`config.mk`:
```
export PLATFORM = sky130hd
export DESIGN_NAME = cw305_reg_arb_flat
export DESIGN_NICKNAME = d
export VERILOG_FILES = /design/src/rtl/cw305_reg_arb_if.sv /design/src/rtl/cw305_reg_arb.sv /design/src/flat_wrapper.sv
export SDC_FILE = /design/constraint.sdc
export NUM_CORES = 1
export LEC_CHECK = 0
export ABC_AREA = 1
export BUFFER_PORTS_ARGS = -buffer_cell sky130_fd_sc_hd__buf_2
export CORE_ASPECT_RATIO = 1.4
export CORE_UTILIZATION = 53
export CTS_BUF_LIST = sky130_fd_sc_hd__clkbuf_4 sky130_fd_sc_hd__clkbuf_8
export CTS_CLUSTER_DIAMETER = 60
export DETAILED_ROUTE_END_ITERATION = 12
export HOLD_SLACK_MARGIN = 0.1
export PLACE_DENSITY = 0.95
export SYNTH_ARGS = -nofsm -noshare
export SYNTH_HDL_FRONTEND = slang
export SYNTH_SLANG_ARGS = --single-unit
```
`constraint.sdc`:
```
create_clock -name usb_clk -period 4.64 [get_ports usb_clk]
set_input_delay 0.232 -clock usb_clk [delete_from_list [all_inputs] [get_ports usb_clk]]
set_output_delay 0.232 -clock usb_clk [all_outputs]
set_load 0.02 [all_outputs]
```
`src/rtl/cw305_reg_arb_if.sv`:
```
// Burst-master port of the CW305 register arbiter.
// The burst engine owns the master side, the arbiter the slave side.
interface cw305_reg_arb_if #(
  parameter int pADDR_WIDTH   = 21,
  parameter int pBYTECNT_SIZE = 7
);
  localparam int AW = pADDR_WIDTH - pBYTECNT_SIZE;

  logic                   m_req;
  logic                   m_gnt;
  logic                   m_wr;
  logic [AW-1:0]          m_address;
  logic [pBYTECNT_SIZE:0] m_len;
  logic [7:0]             m_wdata;
  logic                   m_wdata_rd;
  logic [7:0]             m_rdata;
  logic                   m_rdata_valid;
  logic                   m_done;
  logic                   m_abort;

  modport master (
    output m_req, m_wr, m_address, m_len,
    output m_wdata, m_abort,
    input  m_gnt, m_wdata_rd, m_rdata,
    input  m_rdata_valid, m_done
  );

  modport slave (
    input  m_req, m_wr, m_address, m_len,
    input  m_wdata, m_abort,
    output m_gnt, m_wdata_rd, m_rdata,
    output m_rdata_valid, m_done
  );
endinterface

```
`src/rtl/cw305_reg_arb.sv`:
```
// CW305 register-bus arbiter: host pass-through with absolute priority,
// internal bursts issued one byte at a time in host-idle gaps.
module cw305_reg_arb #(
  parameter int pADDR_WIDTH   = 21,
  parameter int pBYTECNT_SIZE = 7,
  parameter int pHOLDOFF      = 4
) (
  input  logic usb_clk,
  input  logic rst_n,

  input  logic [pADDR_WIDTH-pBYTECNT_SIZE-1:0] h_address,
  input  logic [pBYTECNT_SIZE-1:0]             h_bytecnt,
  input  logic [7:0]                           h_datao,
  input  logic                                 h_read,
  input  logic                                 h_write,
  output logic [7:0]                           h_datai,

  cw305_reg_arb_if.slave m,

  output logic [pADDR_WIDTH-pBYTECNT_SIZE-1:0] reg_address,
  output logic [pBYTECNT_SIZE-1:0]             reg_bytecnt,
  output logic [7:0]                           reg_datao,
  input  logic [7:0]                           reg_datai,
  output logic                                 reg_read,
  output logic                                 reg_write,
  output logic                                 reg_addrvalid
);
  localparam int AW = pADDR_WIDTH - pBYTECNT_SIZE;
  localparam int BW = pBYTECNT_SIZE;
  localparam int LW = pBYTECNT_SIZE + 1;
  localparam logic [LW-1:0] MAXLEN = LW'(2 ** BW);

  typedef enum logic [2:0] {
    IDLE, LOAD, ISSUE, CAPT, DONE
  } state_t;

  state_t          state, state_nxt;
  logic [3:0]      idle_cnt;
  logic [LW-1:0]   idx, len, len_clamp;
  logic [AW-1:0]   addr;
  logic            wr;
  logic            h_act, hgap, last;
  logic            fsm_rd, fsm_wr, sel_fsm;

  assign h_act = h_read | h_write;
  assign hgap  = (idle_cnt == 4'(pHOLDOFF)) & ~h_act;
  assign last  = (idx == len - LW'(1));

  assign len_clamp = (m.m_len > MAXLEN) ? MAXLEN : m.m_len;

  always_ff @(posedge usb_clk or negedge rst_n) begin
    if (!rst_n) begin
      state <= IDLE;
    end else begin
      state <= state_nxt;
    end
  end

  always_comb begin
    state_nxt = state;
    m.m_gnt   = 1'b0;
    m.m_done  = 1'b0;
    fsm_rd    = 1'b0;
    fsm_wr    = 1'b0;
    unique case (state)
      IDLE: begin
        if (m.m_req) state_nxt = LOAD;
      end
      LOAD: begin
        m.m_gnt = 1'b1;
        if (m.m_abort)            state_nxt = IDLE;
        else if (len_clamp == '0) state_nxt = DONE;
        else                      state_nxt = ISSUE;
      end
      ISSUE: begin
        if (m.m_abort) begin
          state_nxt = IDLE;
        end else if (hgap) begin
          if (wr) begin
            fsm_wr = 1'b1;
            if (last) state_nxt = DONE;
          end else begin
            fsm_rd    = 1'b1;
            state_nxt = CAPT;
          end
        end
      end
      CAPT: begin
        if (m.m_abort) state_nxt = IDLE;
        else if (last) state_nxt = DONE;
        else           state_nxt = ISSUE;
      end
      DONE: begin
        m.m_done  = 1'b1;
        state_nxt = m.m_req ? LOAD : IDLE;
      end
      default: state_nxt = IDLE;
    endcase
  end

  always_ff @(posedge usb_clk or negedge rst_n) begin
    if (!rst_n) begin
      idle_cnt <= '0;
    end else if (h_act) begin
      idle_cnt <= '0;
    end else if (idle_cnt != 4'(pHOLDOFF)) begin
      idle_cnt <= idle_cnt + 4'd1;
    end
  end

  always_ff @(posedge usb_clk or negedge rst_n) begin
    if (!rst_n) begin
      idx  <= '0;
      len  <= '0;
      addr <= '0;
      wr   <= 1'b0;
    end else if (state == LOAD) begin
      idx  <= '0;
      len  <= len_clamp;
      addr <= m.m_address;
      wr   <= m.m_wr;
    end else if (fsm_wr || (state == CAPT && !m.m_abort)) begin
      idx  <= idx + LW'(1);
    end
  end

  // Read data was latched by the register block on the reg_read cycle,
  // so the capture stands even when the host returns or an abort lands.
  always_ff @(posedge usb_clk or negedge rst_n) begin
    if (!rst_n) begin
      m.m_rdata       <= '0;
      m.m_rdata_valid <= 1'b0;
    end else begin
      m.m_rdata_valid <= (state == CAPT);
      if (state == CAPT) m.m_rdata <= reg_datai;
    end
  end

  assign sel_fsm = fsm_rd | fsm_wr;

  assign reg_address   = sel_fsm ? addr          : h_address;
  assign reg_bytecnt   = sel_fsm ? idx[BW-1:0]   : h_bytecnt;
  assign reg_datao     = sel_fsm ? m.m_wdata     : h_datao;
  assign reg_read      = sel_fsm ? fsm_rd        : h_read;
  assign reg_write     = sel_fsm ? fsm_wr        : h_write;
  assign reg_addrvalid = reg_read | reg_write;

  assign m.m_wdata_rd = fsm_wr;
  assign h_datai      = reg_datai;
endmodule

```
`src/flat_wrapper.sv`:
```
// flat-port wrapper written by rule: the top's interface ports become plain ports
module cw305_reg_arb_flat 
#(
  parameter int pADDR_WIDTH   = 21,
  parameter int pBYTECNT_SIZE = 7,
  parameter int pHOLDOFF      = 4
)
  (usb_clk, rst_n, h_address, h_bytecnt, h_datao, h_read, h_write, h_datai, reg_address, reg_bytecnt, reg_datao, reg_datai, reg_read, reg_write, reg_addrvalid, m_m_req, m_m_wr, m_m_address, m_m_len, m_m_wdata, m_m_abort, m_m_gnt, m_m_wdata_rd, m_m_rdata, m_m_rdata_valid, m_m_done);
  cw305_reg_arb_if #(.pADDR_WIDTH(pADDR_WIDTH), .pBYTECNT_SIZE(pBYTECNT_SIZE)) m_i ();
  input  logic usb_clk;
  input  logic rst_n;
  input  logic [pADDR_WIDTH-pBYTECNT_SIZE-1:0] h_address;
  input  logic [pBYTECNT_SIZE-1:0] h_bytecnt;
  input  logic [7:0] h_datao;
  input  logic h_read;
  input  logic h_write;
  output logic [7:0] h_datai;
  output logic [pADDR_WIDTH-pBYTECNT_SIZE-1:0] reg_address;
  output logic [pBYTECNT_SIZE-1:0] reg_bytecnt;
  output logic [7:0] reg_datao;
  input  logic [7:0] reg_datai;
  output logic reg_read;
  output logic reg_write;
  output logic reg_addrvalid;
  input wire logic [$bits(m_i.m_req)-1:0] m_m_req;
  input wire logic [$bits(m_i.m_wr)-1:0] m_m_wr;
  input wire logic [$bits(m_i.m_address)-1:0] m_m_address;
  input wire logic [$bits(m_i.m_len)-1:0] m_m_len;
  input wire logic [$bits(m_i.m_wdata)-1:0] m_m_wdata;
  input wire logic [$bits(m_i.m_abort)-1:0] m_m_abort;
  output wire logic [$bits(m_i.m_gnt)-1:0] m_m_gnt;
  output wire logic [$bits(m_i.m_wdata_rd)-1:0] m_m_wdata_rd;
  output wire logic [$bits(m_i.m_rdata)-1:0] m_m_rdata;
  output wire logic [$bits(m_i.m_rdata_valid)-1:0] m_m_rdata_valid;
  output wire logic [$bits(m_i.m_done)-1:0] m_m_done;
  assign m_i.m_req = m_m_req;
  assign m_i.m_wr = m_m_wr;
  assign m_i.m_address = m_m_address;
  assign m_i.m_len = m_m_len;
  assign m_i.m_wdata = m_m_wdata;
  assign m_i.m_abort = m_m_abort;
  assign m_m_gnt = m_i.m_gnt;
  assign m_m_wdata_rd = m_i.m_wdata_rd;
  assign m_m_rdata = m_i.m_rdata;
  assign m_m_rdata_valid = m_i.m_rdata_valid;
  assign m_m_done = m_i.m_done;
  cw305_reg_arb #(.pADDR_WIDTH(pADDR_WIDTH), .pBYTECNT_SIZE(pBYTECNT_SIZE), .pHOLDOFF(pHOLDOFF)) u_core (.usb_clk(usb_clk), .rst_n(rst_n), .h_address(h_address), .h_bytecnt(h_bytecnt), .h_datao(h_datao), .h_read(h_read), .h_write(h_write), .h_datai(h_datai), .m(m_i), .reg_address(reg_address), .reg_bytecnt(reg_bytecnt), .reg_datao(reg_datao), .reg_datai(reg_datai), .reg_read(reg_read), .reg_write(reg_write), .reg_addrvalid(reg_addrvalid));
endmodule
```
==> results summary, run 1 <==
The initialized floorplan defines 31 standard-cell rows. The worst register-to-register path begins at u_core.state[2]. Static timing analysis puts the maximum clock frequency at around 340 MHz. The count of cell types in the netlist is 36.

In this run the count of I/O pins placed on the die edge is about 130. The number of buffers added by the clock tree synthesis step came out at 5. In this run the cell area of the synthesized design comes to 2880 um^2. The static power due to leakage came out at 2.05 nW. The clock-pin slew on the worst setup and hold paths is 0.08 ns. The worst setup path is launched from a flip-flop.

The register bit count reported by yosys came out at 47. No sink is reached through more buffers than the 2 on the longest clock path. The length of the first detailed-routing pass in iterations came out at 5. The total setup buffers inserted after CTS came out at 0. Setup violations remaining at the end of the flow were counted as 0. The worst path in the final design needs a cycle of 2.98 ns, including I/O delays and setup. In the finished design, the share of the clock period the worst path needs comes to 0.643. The final weighted congestion of routability-driven global placement is 0.833. The total count of hold-check failures in the final report came out at 0. Of the total synthesized cell area, the portion taken by full adders, half adders and majority gates is 0.0174. The hold-fix buffer count after cts is 0. Setup repair after global routing left no endpoint under its margin. After synthesis, the share of cell area in mux cells is 0.0914. The cell area after placement is roughly 3500 um^2. The CTS tree is built. The number of antenna violations at the first check in global routing is 0. The critical path data required time came out at 4.41 ns. The cell taking the most area after synthesis is sky130_fd_sc_hd__dfrtp_1. The run finished with clean final reports. The initial utilization of the core area, before any placement, comes to 0.553. In this run the standard cell core region covers slightly above 5000 um^2. For the pin with the worst max-slew slack, the measured transition is 1.03 ns. The clock tree skew after final layout is 0.0100 ns.

The final number of max-transition violations came out at 0. The largest net degree at the start of global routing came out at 48. The sequential share of the synthesized area is 0.409. The number of global-route vias before repair came out at 2791. The number of nets in the finished design is between 500 and 600. The antenna diode count is 0.

In the post-synthesis netlist, the biggest area contributors are sky130_fd_sc_hd__dfrtp_1 41%, sky130_fd_sc_hd__nand2_1 17%, sky130_fd_sc_hd__mux2_2 7.0%, sky130_fd_sc_hd__inv_1 5.6%, sky130_fd_sc_hd__nand3_1 4.0%. The deepest level of the CTS H-tree came out at 2. Among all flip-flop cells after synthesis, the most frequent one is sky130_fd_sc_hd__dfrtp_1.

The number of warnings issued by yosys came out at 0. The fraction of registers with async set/reset came out at 1.00. The count of buffers inserted at the top-level ports came out at 125. The path category of the worst min-delay check is input pin to async pin.

The post-cts gate resize count is 0. The net count after synthesis is 455. The mean instance size in the synthesized netlist came out at 7.63 um^2.

In this run, placement finished with an instance count of 552. Across every metal layer, demand over resource in global routing totals 0.284. The post-detailed-routing wire length is 7900 um. The data arrival time of the worst path is 2.75 ns. The insertion delay to the later sink of the worst-skew pair came out at ~0.3 ns. The simple logic cell fraction of the synthesized area is 0.287.

The mean number of vias per cell came out at 5.29. The post-synthesis to final-layout area growth came out at 25.7%. The first-pass GRT wire length is 12300 um. The worst setup path is captured at an output port. The detailed router finished its first iteration with 169 violations.

Once layout is complete, the cells apart from fillers number between 500 and 600. The XOR/XNOR share of the synthesized area is 0.0122. The number of clock sinks seen by CTS came out at 47.

The final-layout setup total negative slack came out at 0 ns. The worst flop-to-flop path endpoint is u_core.state[1]. The worst setup slack for register-to-register paths is 2.22 ns. The die covers around 5700 um^2. In the routed design, unresolved DRC markers number 0.

The number of cell instances on the worst register-to-register path is 7. The worst max-slew margin expressed relative to the limit is 0.311. In the synthesized netlist, the number of instances is 377. The compound-gate portion of the synthesized area is 0.0783. Summed over all layers, the global routing overflow is 0.

The number of enable flip-flop cells after synthesis is 0. Clock tree synthesis selected as its root buffer the cell sky130_fd_sc_hd__clkbuf_8. The power density relative to cell area is 483 nW/um^2. The worst setup path is of the flip-flop to output port kind.

The number of max-cap violations came out at 0. Of the cells placed in the final design, the portion with a size suffix greater than 1 is 0.350. The finished cells cover ~3600 um^2. In this run the horizontal extent of the chip is 64.3 um. Of the post-synthesis cell area, the dominant cell type holds 0.409.

The die is 89.2 um tall. The post-detailed-placement half-perimeter wirelength came out at about 6000 um. The maximum vdd drop came out at 0.369 mV. The largest family of logic cells by synthesized area is simple AND/OR/NAND/NOR gates.

The average detailed-routed wire length per instance is between 10 and 15 um. The largest fanout on the critical path came out at 24. The number of vias in the routed layout is 2960. The remaining antenna violation count came out at 0.
-- cells in the final DEF (no fill, tap or decap), types with 3 or more instances in the layout --
| master | Yosys | layout |
|---|---|---|
| sky130_fd_sc_hd__o22ai_1 | 3 | 3 |
| sky130_fd_sc_hd__nor2_1 | 22 | 22 |
| sky130_fd_sc_hd__ha_1 | 4 | 4 |
| sky130_fd_sc_hd__inv_1 | 43 | 43 |
| sky130_fd_sc_hd__nand3_1 | 23 | 23 |
| sky130_fd_sc_hd__mux2_4 | 4 | 4 |
| sky130_fd_sc_hd__a21oi_1 | 9 | 9 |
| sky130_fd_sc_hd__mux2_2 | 18 | 18 |
| sky130_fd_sc_hd__dfrtp_1 | 47 | 47 |
| sky130_fd_sc_hd__buf_2 | 1 | 125 |
| sky130_fd_sc_hd__clkbuf_8 | 0 | 5 |
| sky130_fd_sc_hd__inv_2 | 3 | 3 |
| sky130_fd_sc_hd__nand2_1 | 133 | 133 |
| sky130_fd_sc_hd__nor2_2 | 4 | 4 |
| sky130_fd_sc_hd__o21ai_0 | 22 | 22 |
-- through the flow --
stage | power, mW | util | setup slack [ns] | hold slack (ns)
CTS | 1.74 | 0.695 | 1.69 | 0.117
finish | 1.74 | 0.695 | 1.66 | 0.0966
global route | 1.87 | 0.695 | 1.48 | 0.115
floorplan | 1.15 | - | 2.72 | -0.0636
global placement | 1.32 | 0.669 | 2.15 | 0.427
detailed placement | 1.37 | 0.669 | 2.04 | 0.432
-- metal layers --
layer	vias up	wire length, um	GRT usage	part of all wire
met5	-	0	0	0
met3	17	475	0.0434	0.060
li1	1412	-	-	-
met1	1387	2860	0.320	0.36
met4	0	192	0.115	0.024
met2	144	4370	0.533	0.55
-- report_power, final --
group          switching, mW  internal (mW)  leakage (nW)
sequential             0.101          0.550         0.603
clock                  0.136          0.221        0.0688
combinational          0.493          0.242          1.38
total                  0.730           1.01          2.05
-- state kept, by name (all words and copies together), names as in the netlist --
name	cells
u_core.addr	14
u_core.idx	8
u_core.len	8
u_core.m.m_rdata	8
u_core.idle_cnt	4
u_core.state	3
u_core.m.m_rdata_valid	1
u_core.wr	1
-- critical path, stage by stage, from the launching register on --
cell and delay (ns):
sky130_fd_sc_hd__dfrtp_1 0.41, sky130_fd_sc_hd__inv_1 0.06, sky130_fd_sc_hd__ha_1 0.21, sky130_fd_sc_hd__nand4_1 0.15, sky130_fd_sc_hd__inv_2 0.08, sky130_fd_sc_hd__nand2_1 0.63
sky130_fd_sc_hd__buf_4 0.37, sky130_fd_sc_hd__mux2_2 0.37, sky130_fd_sc_hd__buf_2 0.16
-- layout make-up --
class | count | area, um^2
multi-input cells | 264 | 1400
well taps | 66 | 82.6
flip-flops and latches | 47 | 1180
clock inverters | 2 | 60.1
fillers | 404 | 1580
repair buffers | 126 | 633
inverters | 49 | 186
clock buffers | 6 | 76.3
-- worst max-delay path by stage --
stage	from	end	slack, ns
floorplan	u_core.idle_cnt[0]	reg_bytecnt[0]	2.72
global placement	u_core.idle_cnt[0]	reg_address[7]	2.15
detailed placement	u_core.idle_cnt[0]	reg_datao[4]	2.04
CTS	u_core.idle_cnt[0]	reg_address[13]	1.69
global route	u_core.idle_cnt[0]	reg_datao[1]	1.48
finish	u_core.idle_cnt[0]	reg_datao[4]	1.66
-- logic make-up after synthesis --
logic type	count (synthesis)
adder cells (fa/ha/maj)	4
XOR/XNOR	4
AND/OR/NAND/NOR	194
flip-flops	47
buffers and inverters	66
AO/OA/AOI/OAI	40
multiplexers	22
-- synthesized netlist by cell type, types with 9 or more instances --
library cell / number
sky130_fd_sc_hd__nor2_1: 22
sky130_fd_sc_hd__a21oi_1: 9
sky130_fd_sc_hd__nand2_1: 133
sky130_fd_sc_hd__buf_4: 9
sky130_fd_sc_hd__dfrtp_1: 47
sky130_fd_sc_hd__inv_1: 43
sky130_fd_sc_hd__nand3_1: 23
sky130_fd_sc_hd__o21ai_0: 22
sky130_fd_sc_hd__mux2_2: 18
No activity file was read; power rests on OpenSTA's default activity.
==> inputs of run 2 (changes only) <==
- CORE_UTILIZATION: 53 -> 49
- PLACE_DENSITY: 0.95 -> 0.91
- clock period: 4.64 -> 3 ns (I/O delays scaled with it)
==> results summary, run 2 (synthesis gave the netlist of run 1 again) <==
The run finished with clean final reports. The worst hold slack was 0.109 ns (+0.0120 ns). The number of flip-flops under the largest register name came to 14 (unchanged). From synthesis to final layout, the design area changed by 35.2%. The largest net degree at the start of global routing came out at 48 (unchanged).

The number of clock sinks seen by CTS came out at 47 (unchanged). The final-layout setup total negative slack came out at 0 ns (unchanged). The total setup buffers inserted after CTS was 0 (unchanged). The horizontal die dimension is 66.7 um (+3.9%). The global-route congestion overflow total was 0 (unchanged). The count of unresolved DRC violations after routing is 0 (unchanged).

The maximum vdd drop came out at 0.730 mV (+98%). The number of nets in the finished design came to 599 (+4.9%). The post-detailed-placement half-perimeter wirelength is 5860 um (-2.6%). The worst path in the final design needs a cycle of 2.49 ns, including I/O delays and setup. The count of pins on the block boundary is 126 (unchanged). The static power due to leakage was 2.17 nW (+5.8%).

The post-cts gate resize count was 0 (unchanged). The count of buffers inserted at the top-level ports came out at 125 (unchanged). The starting DRC count in detailed routing came out at 180 (+6.5%). The mean number of vias per cell is 5.54 (+4.8%). The average detailed-routed wire length per instance was 16.6 um (+18%). The min-delay analysis places its worst path in the category input pin to flip-flop.

The final number of max-transition violations was 0 (unchanged). The fraction of the cycle the final worst path needs is 0.831. The count of buffer and inverter cells on the critical path is 4 (unchanged). The number of core rows is 32 (+3.2%). The global-route usage over all layers is 0.330 (+0.0459). The length of the first detailed-routing pass in iterations is 5 (unchanged). The ratio of cells with drive above 1 in the final layout is 0.337 (-0.0130).

The remaining antenna violation count came to 0 (unchanged). Setup repair after global routing left no endpoint under its margin. The clock-pin slew on the worst setup and hold paths is 0.09 ns (about the same). The number of global-route vias before repair came out at 3232 (+16%). The number of vias in the routed layout was 3268 (+10%). The count of endpoints failing setup in the final report came out at 0 (unchanged).

The deepest level of the CTS H-tree is 2 (unchanged). The largest stage delay on the critical path is 0.42 ns (-0.21 ns). The critical path startpoint category is a flip-flop. The number of max-cap violations came out at 0 (unchanged). The post-detailed-routing wire length is 9820 um (+24%). The endpoint class of the critical path is an output port. The critical path in this run is classified as flip-flop to output port. The final weighted congestion of routability-driven global placement came out at 0.812 (-2.5%). Walking the worst path, the cells encountered are inv_1 -> ha_1 -> nand4_1 -> inv_2 -> nand2_1 -> buf_4 -> mux2_2 -> buf_2. The number of buffers added by the clock tree synthesis step is 5 (unchanged). In the layout the commonest cells are 133 x sky130_fd_sc_hd__nand2_1, 125 x sky130_fd_sc_hd__buf_2, 47 x sky130_fd_sc_hd__dfrtp_1, 43 x sky130_fd_sc_hd__inv_1, 25 x sky130_fd_sc_hd__dlygate4sd3_1. The number of antenna violations at the first check in global routing came to 0 (unchanged). On the critical path the largest part of the delay comes from buffers and inverters. The register with the most flip-flops is u_core.addr. Clock tree synthesis selected as its root buffer the cell sky130_fd_sc_hd__clkbuf_8.

The clock tree skew after final layout came out at 0.0110 ns (+0.00101 ns). The worst max-slew margin expressed relative to the limit is 0.325 (+0.0141). The insertion delay to the later sink of the worst-skew pair is 0.32 ns (+0.02 ns). The library cell used most frequently in the layout, excluding fill and tap cells, is sky130_fd_sc_hd__nand2_1. The data arrival time of the worst path came to 2.34 ns (-0.41 ns). The deepest clock path buffer count came out at 2 (unchanged).

The achievable clock frequency came out at 401 MHz. The critical path data required time is 2.85 ns (-1.56 ns). The largest fanout on the critical path was 38 (+58%).

The standard cell with the maximum stage delay on the critical path is sky130_fd_sc_hd__dfrtp_1. The placeable core region came to 5570 um^2 (+7.1%). The CTS tree is built. The first-pass GRT wire length came to 14900 um (+21%).

The floorplan die height came to 92.6 um (+3.9%). The area of the die came to 6180 um^2 (+7.9%). The actual slew at the worst max-slew pin came out at 1.01 ns (-0.0200 ns). The effective utilization at floorplan is 0.517 (-0.0366).

The total count of hold-check failures in the final report came to 0 (unchanged). The antenna diode count came out at 0 (unchanged). The power density relative to cell area is 729 nW/um^2 (+51%).
run 2: changes by cell type in the layout (fill, tap and decap cells not counted):
cell                            previous run  this run
sky130_fd_sc_hd__buf_4                     1         4
sky130_fd_sc_hd__dlygate4sd3_1             0        25
run 2: metal layers:
metal,share of wire,track usage,wire (um),vias up
li1,-,-,-,1469
met4,0.059,0.222,584,0
met2,0.53,0.602,5230,210
met5,0,0,0,-
met1,0.34,0.323,3310,1527
met3,0.070,0.0603,688,62
run 2: area by class of cell:
| cell class | instances | area (um^2) |
|---|---|---|
| Timing Repair Buffer | 154 | 906 |
| Clock inverter | 2 | 60.1 |
| Multi-Input combinational cell | 264 | 1400 |
| Tap cell | 68 | 85.1 |
| Fill cell | 355 | 1680 |
| Sequential cell | 47 | 1180 |
| Inverter | 49 | 186 |
| Clock buffer | 6 | 76.3 |
run 2: repair_timing:
action | 4_1_cts | 5_1_grt
hold endpoints to repair | 71 | 0
hold buffers | 25 | 0
setup endpoints to repair | 0 | 0
run 2: final timing paths:
check	end	startpoint	cells after the start	slack, ns
worst max register to register	u_core.state[2]	u_core.len[0]	12	1.02
worst max-delay path	reg_address[6]	u_core.idle_cnt[0]	8	0.51
min in group asynchronous	u_core.addr[1]	rst_n	2	0.54
worst min register to register	u_core.m.m_rdata[4]	u_core.m.m_rdata[4]	2	0.50
max in group asynchronous	u_core.len[6]	rst_n	2	1.83
worst min-delay path	u_core.len[5]	m_m_len[5]	3	0.11
run 2: metrics by stage:
step | instances | instance area, um^2 | power (mW) | utilization | setup slack (ns)
global placement | 557 | 3500 | 2.07 | 0.629 | 1.10
finish | 590 | 3890 | 2.84 | 0.699 | 0.507
floorplan | 377 | 2880 | 1.78 | - | 1.16
global route | 590 | 3890 | 2.97 | 0.699 | 0.377
detailed placement | 557 | 3500 | 2.13 | 0.629 | 0.948
CTS | 590 | 3890 | 2.71 | 0.699 | 0.565
run 2: report_power, final:
group	internal [mW]	switching (mW)	total (mW)	leakage [nW]
Clock	0.342	0.230	0.572	0.0688
Combinational	0.419	0.814	1.23	1.50
Sequential	0.852	0.179	1.03	0.603
run 2: worst register-to-register path, stage by stage (launching register included):
cell and delay [ns]:
sky130_fd_sc_hd__dfrtp_1 0.41, sky130_fd_sc_hd__inv_1 0.18, sky130_fd_sc_hd__ha_1 0.23, sky130_fd_sc_hd__nand2_1 0.10
sky130_fd_sc_hd__nor2_1 0.15, sky130_fd_sc_hd__nand3_1 0.12, sky130_fd_sc_hd__nand3_1 0.11, sky130_fd_sc_hd__nand2_1 0.05
sky130_fd_sc_hd__nor2_1 0.12, sky130_fd_sc_hd__nand2_1 0.11, sky130_fd_sc_hd__nand2_1 0.07, sky130_fd_sc_hd__nand2_1 0.09
sky130_fd_sc_hd__a21oi_1 0.16
==> inputs of run 3 (changes only) <==
- CORE_UTILIZATION: 49 -> 44
- PLACE_DENSITY: 0.91 -> 0.87
- clock period: 3 -> 2 ns (I/O delays scaled with it)
==> results summary, run 3 (synthesis gave the netlist of run 1 again) <==
The run finished, with violations left. The checks that failed: negative setup slack. Clock tree synthesis selected as its root buffer the cell sky130_fd_sc_hd__clkbuf_8. The critical setup path kind is flip-flop to output port.

Subtracting the final worst setup slack from the clock period gives 2.05 ns. The final setup slack of the worst path was -0.0514 ns (-0.559 ns). The global-route usage over all layers is 0.252 (-0.0777). The achievable clock frequency came out at 487 MHz. The global-route congestion overflow total came to 0 (unchanged). The number of vias in the routed layout is 3120 (-4.5%). The horizontal die dimension came out at 70.3 um (+5.4%).

The effective utilization at floorplan is 0.460 (-0.0569). The worst setup path is captured at an output port. The kind of cell adding the most delay to the critical path is buffers and inverters. The number of clock sinks seen by CTS is 47 (unchanged). The ratio of cells with drive above 1 in the final layout came out at 0.369 (+0.0323). The most common cell after layout, fill and taps aside is sky130_fd_sc_hd__nand2_1.

The slowest stage of the critical path belongs to the cell sky130_fd_sc_hd__dfrtp_1. The count of pins on the block boundary came to 126 (unchanged). The post-synthesis to final-layout area growth is 45.3%. The final weighted congestion of routability-driven global placement is 0.848 (+4.5%). The area occupied by registers came to 1180 um^2 (unchanged). The final-layout fill cell count came out at 467 (+32%). The placeable core region is 6250 um^2 (+12%). The largest net degree at the start of global routing is 31 (-35%).

The path class of the tightest hold or removal check is input pin to flip-flop. The number of flip-flops under the largest register name is 14 (unchanged). The final number of max-transition violations was 0 (unchanged). The number of max-cap violations is 0 (unchanged). The floorplan die height came to 97.7 um (+5.4%).

The static power due to leakage is 2.30 nW (+5.8%). STA classifies the critical path startpoint as a flip-flop. The count of buffer and inverter cells on the critical path is 4 (unchanged). The total count of hold-check failures in the final report came out at 0 (unchanged). The count of endpoints failing setup in the final report came out at 22 (+22). The largest fanout on the critical path is 10 (-74%). The insertion delay to the later sink of the worst-skew pair is 0.30 ns (-0.02 ns).

The largest stage delay on the critical path came out at 0.40 ns (-0.02 ns). The number of nets in the finished design is 621 (+3.7%). The length of the first detailed-routing pass in iterations came out at 4 (-1). The post-detailed-placement half-perimeter wirelength came out at 5840 um (-0.35%).

The total power came out at 3.92 mW (+38%). The average detailed-routed wire length per instance came out at 13.8 um (-17%). The count of unresolved DRC violations after routing was 0 (unchanged). The first-pass GRT wire length is 14000 um (-6.1%).

The register with the most flip-flops in the final layout is u_core.addr. The maximum vdd drop came out at 0.643 mV (-12%). The critical path data required time came out at 1.90 ns (-0.95 ns). The deepest clock path buffer count is 2 (unchanged). The power density relative to cell area came to 938 nW/um^2 (+29%).

Counting stages on the worst path, the most repeated cell is sky130_fd_sc_hd__inv_2. The number of buffers added by the clock tree synthesis step came to 5 (unchanged). Setup repair after global routing could not meet its margin everywhere.

The area of the die came out at 6870 um^2 (+11%). The remaining antenna violation count came out at 0 (unchanged). The number of global-route vias before repair is 3194 (-1.2%). Leaving out fill and tap cells, the most frequent cells in the layout are 132 x sky130_fd_sc_hd__nand2_1, 119 x sky130_fd_sc_hd__buf_2, 47 x sky130_fd_sc_hd__dfrtp_1, 40 x sky130_fd_sc_hd__inv_1, 32 x sky130_fd_sc_hd__dlygate4sd3_1.

The data arrival time of the worst path is 1.95 ns (-0.39 ns). The starting DRC count in detailed routing came out at 166 (-7.8%). The area of combinational cells with multiple inputs is 1450 um^2 (+3.8%).

The number of antenna violations at the first check in global routing came to 0 (unchanged). The number of core rows came to 34 (+6.3%). The fraction of the cycle the final worst path needs came out at 1.03. The actual slew at the worst max-slew pin came out at 0.666 ns (-0.347 ns). The post-detailed-routing wire length is 8520 um (-13%). The clock-pin slew on the worst setup and hold paths is 0.08 ns (about the same). The mean number of vias per cell is 5.06 (-8.6%). The antenna diode count came to 0 (unchanged). The worst hold slack came out at 0.118 ns (+0.00974 ns).

The clock tree skew after final layout was 0.00728 ns (-0.00375 ns). The CTS tree is built. The worst max-slew margin expressed relative to the limit came out at 0.556 (+0.231). The deepest level of the CTS H-tree is 2 (unchanged).

The count of buffers inserted at the top-level ports was 125 (unchanged). Walking the worst path, the cells encountered are inv_2 -> ha_4 -> nand4_1 -> inv_2 -> nand2_8 -> buf_12 -> mux2_4 -> buf_2.
## run 3: per-layer routing
layer  routed length, um  track usage
met4                 225       0.0846
met1                3170        0.276
met3                 538       0.0436
met5                   0            0
met2                4590        0.477
## run 3: through the flow
stage | cell area (um^2) | setup WS, ns | setup TNS [ns] | instances | util
6_report | 4180 | -0.0514 | -0.482 | 616 | 0.668
3_5_place_dp | 3530 | 0.113 | 0 | 563 | 0.565
3_3_place_gp | 3530 | 0.174 | 0 | 563 | 0.565
5_1_grt | 4180 | -0.0987 | -1.74 | 616 | 0.668
2_1_floorplan | 2880 | 0.213 | 0 | 377 | -
4_1_cts | 4060 | 0.0254 | 0 | 610 | 0.649
## run 3: worst paths after layout
check | from | to | slack (ns) | cells past startpoint
max | u_core.idle_cnt[1] | reg_address[12] | -0.05 | 8
min | h_read | u_core.idle_cnt[3] | 0.12 | 4
max reg2reg | u_core.idle_cnt[1] | u_core.idx[6] | 0.10 | 12
min reg2reg | u_core.m.m_rdata[4] | u_core.m.m_rdata[4] | 0.49 | 2
max in group asynchronous | rst_n | u_core.addr[9] | 1.02 | 3
min in group asynchronous | rst_n | u_core.len[2] | 0.36 | 2
## run 3: report_power, final
group | total [mW] | internal (mW) | switching (mW)
Clock | 0.561 | 0.240 | 0.321
Sequential | 1.50 | 1.28 | 0.224
Combinational | 1.86 | 0.686 | 1.17
Total | 3.92 | 2.20 | 1.71
## run 3: worst min-delay path, stage by stage
cell and delay (ns):
sky130_fd_sc_hd__buf_2 0.11, sky130_fd_sc_hd__nor2_4 0.04, sky130_fd_sc_hd__nand2_1 0.08, sky130_fd_sc_hd__nor2_1 0.05
## run 3: timing repair
item / CTS / global route
pin swaps: 2 / 1
setup buffers: 5 / 5
gates cloned: 2 / 1
setup endpoints to repair: 23 / 34
hold endpoints to repair: 59 / 0
resized for setup: 10 / 21
hold buffers: 32 / 0
## run 3: area by class of cell
type / count / area share
multi-input combinational: 264 / 0.348
timing repair buffer: 176 / 0.285
sequential: 47 / 0.282
inverter: 49 / 0.0446
tap: 72 / 0.0216
clock buffer: 5 / 0.0165
clock inverter: 3 / 0.00359
